===== config.mk =====
export PLATFORM = sky130hd
export DESIGN_NAME = vga_sync_generator
export DESIGN_NICKNAME = d
export VERILOG_FILES = /design/src/rtl/vga_sync_generator.sv
export SDC_FILE = /design/constraint.sdc
export NUM_CORES = 1
export LEC_CHECK = 0
export ABC_AREA = 1
export BUFFER_PORTS_ARGS = -buffer_cell sky130_fd_sc_hd__buf_2
export CAP_MARGIN = 20
export CORE_MARGIN = 2
export CORE_UTILIZATION = 44
export CTS_BUF_LIST = sky130_fd_sc_hd__clkbuf_16
export CTS_CLUSTER_SIZE = 20
export DETAILED_ROUTE_END_ITERATION = 7
export MAX_ROUTING_LAYER = met4
export PLACE_DENSITY = 0.68
export SYNTH_ARGS = -nofsm -noshare
export SYNTH_HDL_FRONTEND = slang
export SYNTH_SLANG_ARGS = --single-unit

===== constraint.sdc =====
create_clock -name VGA_CLOCK -period 4.4 [get_ports VGA_CLOCK]
set_clock_uncertainty 0.15 [all_clocks]
set_input_delay 0.22 -clock VGA_CLOCK [delete_from_list [all_inputs] [get_ports VGA_CLOCK]]
set_output_delay 0.22 -clock VGA_CLOCK [all_outputs]
set_load 0.03 [all_outputs]

===== src/rtl/vga_sync_generator.sv =====
// VGA raster timing master for the pong display path.
// Scans the horizontal/vertical counters, presents them to the pixel source,
// and re-times the returned pixel together with sync/blank onto the DAC pins.
//
// Ports:
//   VGA_CLOCK   pixel clock, all logic on the rising edge
//   RESET       synchronous active-high reset
//   PIXEL       {R,G,B} from the pixel source, PIXEL_LATENCY clocks after PIXEL_H/PIXEL_V
//   PIXEL_H     horizontal count 0..H_TOTAL-1 (unclamped in blanking)
//   PIXEL_V     vertical count 0..V_TOTAL-1 (unclamped in blanking)
//   VGA_RGB     registered {R,G,B}, forced to 0 outside the visible area
//   VGA_HSYNC   registered horizontal sync
//   VGA_VSYNC   registered vertical sync
//   ACTIVE      registered, high while VGA_RGB carries a visible pixel
//   FRAME_DONE  one-clock strobe at the start of vertical blanking
module vga_sync_generator #(
  parameter int unsigned H_VISIBLE     = 800,
  parameter int unsigned H_FRONT       = 56,
  parameter int unsigned H_SYNC        = 120,
  parameter int unsigned H_BACK        = 64,
  parameter int unsigned V_VISIBLE     = 600,
  parameter int unsigned V_FRONT       = 37,
  parameter int unsigned V_SYNC        = 6,
  parameter int unsigned V_BACK        = 23,
  parameter bit          HSYNC_ACTIVE  = 1'b1,
  parameter bit          VSYNC_ACTIVE  = 1'b1,
  parameter int unsigned PIXEL_LATENCY = 1
) (
  input  logic        VGA_CLOCK,
  input  logic        RESET,
  input  logic [2:0]  PIXEL,
  output logic [10:0] PIXEL_H,
  output logic [10:0] PIXEL_V,
  output logic [2:0]  VGA_RGB,
  output logic        VGA_HSYNC,
  output logic        VGA_VSYNC,
  output logic        ACTIVE,
  output logic        FRAME_DONE
);

  localparam int unsigned CNT_W    = 11;
  localparam int unsigned H_TOTAL  = H_VISIBLE + H_FRONT + H_SYNC + H_BACK;
  localparam int unsigned V_TOTAL  = V_VISIBLE + V_FRONT + V_SYNC + V_BACK;
  localparam int unsigned HS_START = H_VISIBLE + H_FRONT;
  localparam int unsigned HS_END   = HS_START + H_SYNC - 1;
  localparam int unsigned VS_START = V_VISIBLE + V_FRONT;
  localparam int unsigned VS_END   = VS_START + V_SYNC - 1;

  logic [CNT_W-1:0] h;
  logic [CNT_W-1:0] v;

  logic vis_c;
  logic hs_c;
  logic vs_c;

  // Bit [0] is the newest stage; the top bit lines up with PIXEL.
  logic [PIXEL_LATENCY-1:0] vis_sr;
  logic [PIXEL_LATENCY-1:0] hs_sr;
  logic [PIXEL_LATENCY-1:0] vs_sr;

  // Raster counters: h every clock, v on each h wrap.
  always_ff @(posedge VGA_CLOCK) begin
    if (RESET) begin
      h <= '0;
      v <= '0;
    end else if (h == CNT_W'(H_TOTAL - 1)) begin
      h <= '0;
      v <= (v == CNT_W'(V_TOTAL - 1)) ? '0 : v + CNT_W'(1);
    end else begin
      h <= h + CNT_W'(1);
    end
  end

  assign PIXEL_H = h;
  assign PIXEL_V = v;

  // Stage-0 decode straight from the counters.
  always_comb begin
    vis_c = (h < CNT_W'(H_VISIBLE)) && (v < CNT_W'(V_VISIBLE));
    hs_c  = (h >= CNT_W'(HS_START)) && (h <= CNT_W'(HS_END));
    vs_c  = (v >= CNT_W'(VS_START)) && (v <= CNT_W'(VS_END));
  end

  // Delay decode by the pixel-source latency so it meets the returning PIXEL.
  always_ff @(posedge VGA_CLOCK) begin
    if (RESET) begin
      vis_sr <= '0;
      hs_sr  <= '0;
      vs_sr  <= '0;
    end else begin
      vis_sr <= (vis_sr << 1) | PIXEL_LATENCY'(vis_c);
      hs_sr  <= (hs_sr << 1)  | PIXEL_LATENCY'(hs_c);
      vs_sr  <= (vs_sr << 1)  | PIXEL_LATENCY'(vs_c);
    end
  end

  // Pin registers: RGB, sync and ACTIVE for one coordinate leave together.
  always_ff @(posedge VGA_CLOCK) begin
    if (RESET) begin
      VGA_RGB    <= 3'b000;
      VGA_HSYNC  <= ~HSYNC_ACTIVE;
      VGA_VSYNC  <= ~VSYNC_ACTIVE;
      ACTIVE     <= 1'b0;
      FRAME_DONE <= 1'b0;
    end else begin
      VGA_RGB    <= vis_sr[PIXEL_LATENCY-1] ? PIXEL : 3'b000;
      VGA_HSYNC  <= hs_sr[PIXEL_LATENCY-1] ? HSYNC_ACTIVE : ~HSYNC_ACTIVE;
      VGA_VSYNC  <= vs_sr[PIXEL_LATENCY-1] ? VSYNC_ACTIVE : ~VSYNC_ACTIVE;
      ACTIVE     <= vis_sr[PIXEL_LATENCY-1];
      FRAME_DONE <= (h == '0) && (v == CNT_W'(V_VISIBLE));
    end
  end

endmodule


* Word level (Yosys, flattened, before mapping) *
Index checks and enable logic that the tools add are counted.

word-level totals
  register bits after elaboration = 32
  input bits = 5
  logic and storage cells = 32

cells by class
  multiplexer cells = 3
  reductions and logical operators = 7
  magnitude comparators = 6
  bitwise logic cells = 1
  add/subtract/negate cells = 2
  equal/unequal tests = 3

operators by type and width
  cell                   count
  $add 11x1->11 const B  2
  $eq 11x10->1 const B   2
  $ge 11x10->1 const B   2
  $le 11x10->1 const B   2
  $lt 11x10->1 const B   2
  $eq 11x11->1 const B   1
  $logic_not 11->1       1
  $mux 11                1
  $logic_and 1x1->1      4
  $reduce_or 2->1        2
  $mux 1                 2
  $not 1->1              1

* Depth between registers and ports, before layout *
  depth after elaboration = 2
  mapped depth = 9
  depth with buffers taken out = 9

* Worst setup path after synthesis *
Ideal clock, no wire load.

  path kind = register to register
  start point = register h[0] (netlist: PIXEL_H[0])
  end point = register h[0] (netlist: PIXEL_H[0])
  period minus slack after synthesis = 1786 ps
  stages on the path, launching flop included = 8
  slack = 2614 ps
  arrival = 1505 ps
  buffers on the path = 1
  path through = dfxtp_1 ha_1 nand3_4 nor2_8 nand2_4 nand2_4 buf_6 nor2_1

between the ends
  word-level cells in the longest chain between the ends = 2
  elaborated cells on any way between the ends = 3
  classes of those cells = add/sub: 1; eq/ne: 1; reduce/logical: 1

ends and longest elaborated chain
  item                                                   line  RTL
  start, declared                                        49    logic [CNT_W-1:0] h;
  start signal, assigned                                 70    h <= h + CNT_W'(1);
  branches (longest 2 deep; another with $add 11x1->11)  n/a

Parallel ways; which one is timed is not known.
A chain may end at the register's enable or synchronous reset.

* Worst setup path after layout *
  start point = register h[0] (netlist: PIXEL_H[0])
  end point = register v[7] (netlist: PIXEL_V[7])

between the ends
  word-level cells in the longest chain between the ends = 1

ends and longest elaborated chain
  item                  line  RTL
  $eq 11x11->1          66    end else if (h == CNT_W'(H_TOTAL - 1)) begin
  end signal, assigned  68    v <= (v == CNT_W'(V_TOTAL - 1)) ? '0 : v + CNT_W'(1);
  end, declared         50    logic [CNT_W-1:0] v;

No other way between the ends.

==> key figures <==
Outcome
  • Status: finished clean

Floorplan
  • FP Rows: 22
  • Die H: 65.75 µm
  • Die W: 65.75 µm
  • Die area: 4323 µm²
  • CORE AREA: 3661 µm²
  • Ports: 34
  • Initial Util: 45.83%

Critical path
  • CP startpoint kind: flop
  • Endpoint type of the worst setup path: flop
  • Worst Path Max Fanout: 12
  • Required time worst endpoint: 4410 ps
  • FF-to-FF End: PIXEL_V[7]
  • WS Path Type: flop to flop
  • R2R depth: 8
  • Reg-to-reg startpoint: PIXEL_H[0]
  • Crit path DAT: 1770 ps
  • FF-to-FF setup slack: 2640 ps

Placed design
  • Post-DP HPWL: 2724 µm
  • # port buffers: 33
  • Final GP Congestion: 0.9070

Drt
  • Routed vias: 1,614
  • Top Layer Used: met4
  • Post-DR wirelength/cell: 10.69 µm
  • Routed WL: 3581 µm
  • Antenna-violating nets left: 0
  • Detail Route met2 WL: 1521 µm
  • DR DRC count: 0
  • Met3 wire length: 246 µm
  • Met1 wire length: 1762 µm
  • Vias per cell: 4.818
  • DRT Pass-1 Iters: 4
  • Initial DRC Count: 98

Global route
  • Total GRT Usage: 18.90%
  • Vias in the first global route: 1,364
  • Total gr overflow: 0
  • First-pass GRT wire length: 6072 µm
  • Largest net degree at the start of global routing: 13
  • Initial antenna violation count: 0

Clocking
  • Clk root buf: clkbuf_16
  • Cts hold-fix bufs: 0
  • Setup Fix Bufs, Post-CTS: 0
  • H-tree level count: 2
  • Clk Latency, worst-skew pair: 270 ps
  • Clock-pin slew on the worst setup and hold paths: 50 ps
  • CTS Buf Count: 5
  • Clk sinks: 32
  • PostCTS Resize Cnt: 0
  • CTS tree: done
  • CTS max path bufs: 2

Hold path
  • Hold endpoint: VGA_RGB[0]
  • Hold_sp: PIXEL[0]
  • Class of the worst hold path: input pin to flop
  • Hold Path Stages: 3

Power
  • Power per cell area: 316.6 nW/µm²
  • Total power draw: 642.2 µW
  • Leakage power: 1.007 nW
  • Peak VDD IR: 0.1718 mV

STA
  • Final period utilization: 40.09%
  • Worst rel slew slack: 76.90%
  • Final slew viol count: 0
  • Final-report hold violation count: 0
  • Tmin final: 1764 ps
  • Setup TNS: 0 ps
  • RSZ-0062 raised after global routing: no
  • Worst-Margin Slew: 345.3 ps
  • Fmax: 567.0 MHz
  • Setup-failing EPs final: 0

Run
  • Max Cap Viol: 0

Synthesis
  • Post-synth top area share: 38.18%
  • Mapped Cells: 247
  • Synthesized net count: 257
  • XOR/XNOR share of the synthesized area: 2.088%
  • Seq/Total Area, Yosys: 38.18%
  • Synthesized-area fraction occupied by adder cells: 3.729%
  • Yosys reg bits: 32
  • Post-synthesis instance area: 1678 µm²
  • Yosys cell types: 24
  • Fraction of synthesized area in multiplexers: 0%
  • Syn. warnings: 0
  • Simple-gate portion of the synthesized area: 41.16%
  • Synth Area per Inst: 6.793 µm²
  • Area fraction in compound gates after synthesis: 5.220%
  • Synth area leaders: dfxtp_1, nand2_1, nor2_1
  • Largest family of logic cells by synthesized area: simple AND/OR/NAND/NOR gates
  • Area leader, netlist: dfxtp_1

Final layout
  • Synthesis-to-layout area growth: 20.88%
  • Multi-input logic area: 875.8 µm²
  • N_diodes: 0
  • Final nets: 296
  • Layout cell share with drive strength beyond 1: 18.47%
  • Register area: 640.6 µm²
  • Fill count: 350
  • Most common library cell in the layout ignoring fill and taps: nand2_1
  • Most frequent cells in the layout: nand2_1, nor2_1, inv_1
-- worst max path at each step --
stage / start / to / slack, ps / cells past startpoint
floorplan: PIXEL_H[0] / PIXEL_H[0] / 2610 / 7
global route: PIXEL_H[0] / PIXEL_V[7] / 2470 / 8
finish: PIXEL_H[0] / PIXEL_V[7] / 2640 / 8
global placement: PIXEL_H[0] / PIXEL_V[7] / 2680 / 8
CTS: PIXEL_H[0] / PIXEL_V[7] / 2620 / 8
detailed placement: PIXEL_H[0] / PIXEL_V[7] / 2630 / 8
-- synth_stat cells (all sizes together) --
cell	number
buf	1
dfxtp	32
a21oi	12
nor2	53
o21ai	1
inv	40
nor3	7
nand3	24
or2	2
nor3b	2
nand2	58
xor2	3
ha	5
o21bai	2
nand4	4
xnor2	1
-- worst max-delay path, cell delays in order (launching register included) --
cell and delay [ps]:
dfxtp_1 380, ha_1 270, nand3_4 150, nor2_8 180
nand2_4 110, nand2_4 170, nand2_4 110, nand2_1 80
nor2_1 30
-- stage by stage --
stage / util [%] / cells / hold slack (ps) / worst slack [ps] / cell area [µm²]
after floorplan: - / 247 / 141.2 / 2614 / 1678
after global placement: 51.67 / 327 / 245.7 / 2676 / 1892
after detailed placement: 51.67 / 327 / 250.3 / 2632 / 1892
after CTS: 55.40 / 335 / 10.56 / 2619 / 2028
after global routing: 55.40 / 335 / 7.882 / 2466 / 2028
final: 55.40 / 335 / 11.98 / 2636 / 2028
-- per-layer routing --
metal,vias up,global-route usage [%]
met5,-,-
met4,0,5.729
met3,6,5.993
met2,54,26.89
met1,713,25.53
li1,841,-
-- area by class of cell --
| class | count | area share (%) |
|---|---|---|
| clock buffers | 5 | 6.169 |
| clock inverters | 3 | 0.5552 |
| inverters | 40 | 7.403 |
| multi-input cells | 174 | 43.18 |
| flip-flops and latches | 32 | 31.59 |
| well taps | 48 | 2.961 |
| repair buffers | 33 | 8.143 |
-- kinds of logic (layout without fill, tap and decap cells) --
logic type,Yosys count,after routing
simple gates,150,150
xor+xnor,4,4
flops,32,32
compound gates,15,15
fa+ha+maj,5,5
buf+inv,41,81
-- registers in the layout (all words and copies together) (netlist names) --
register / flops
ACTIVE: 1
FRAME_DONE: 1
PIXEL_H: 11
PIXEL_V: 11
VGA_HSYNC: 1
VGA_RGB: 3
VGA_VSYNC: 1
hs_sr: 1
vis_sr: 1
vs_sr: 1
-- report_power, final --
part	switching, mW	internal, mW
sequential	0.00324	0.295
combinational	0.0222	0.00989
clock	0.109	0.202
(Power assumes the default switching activity.)
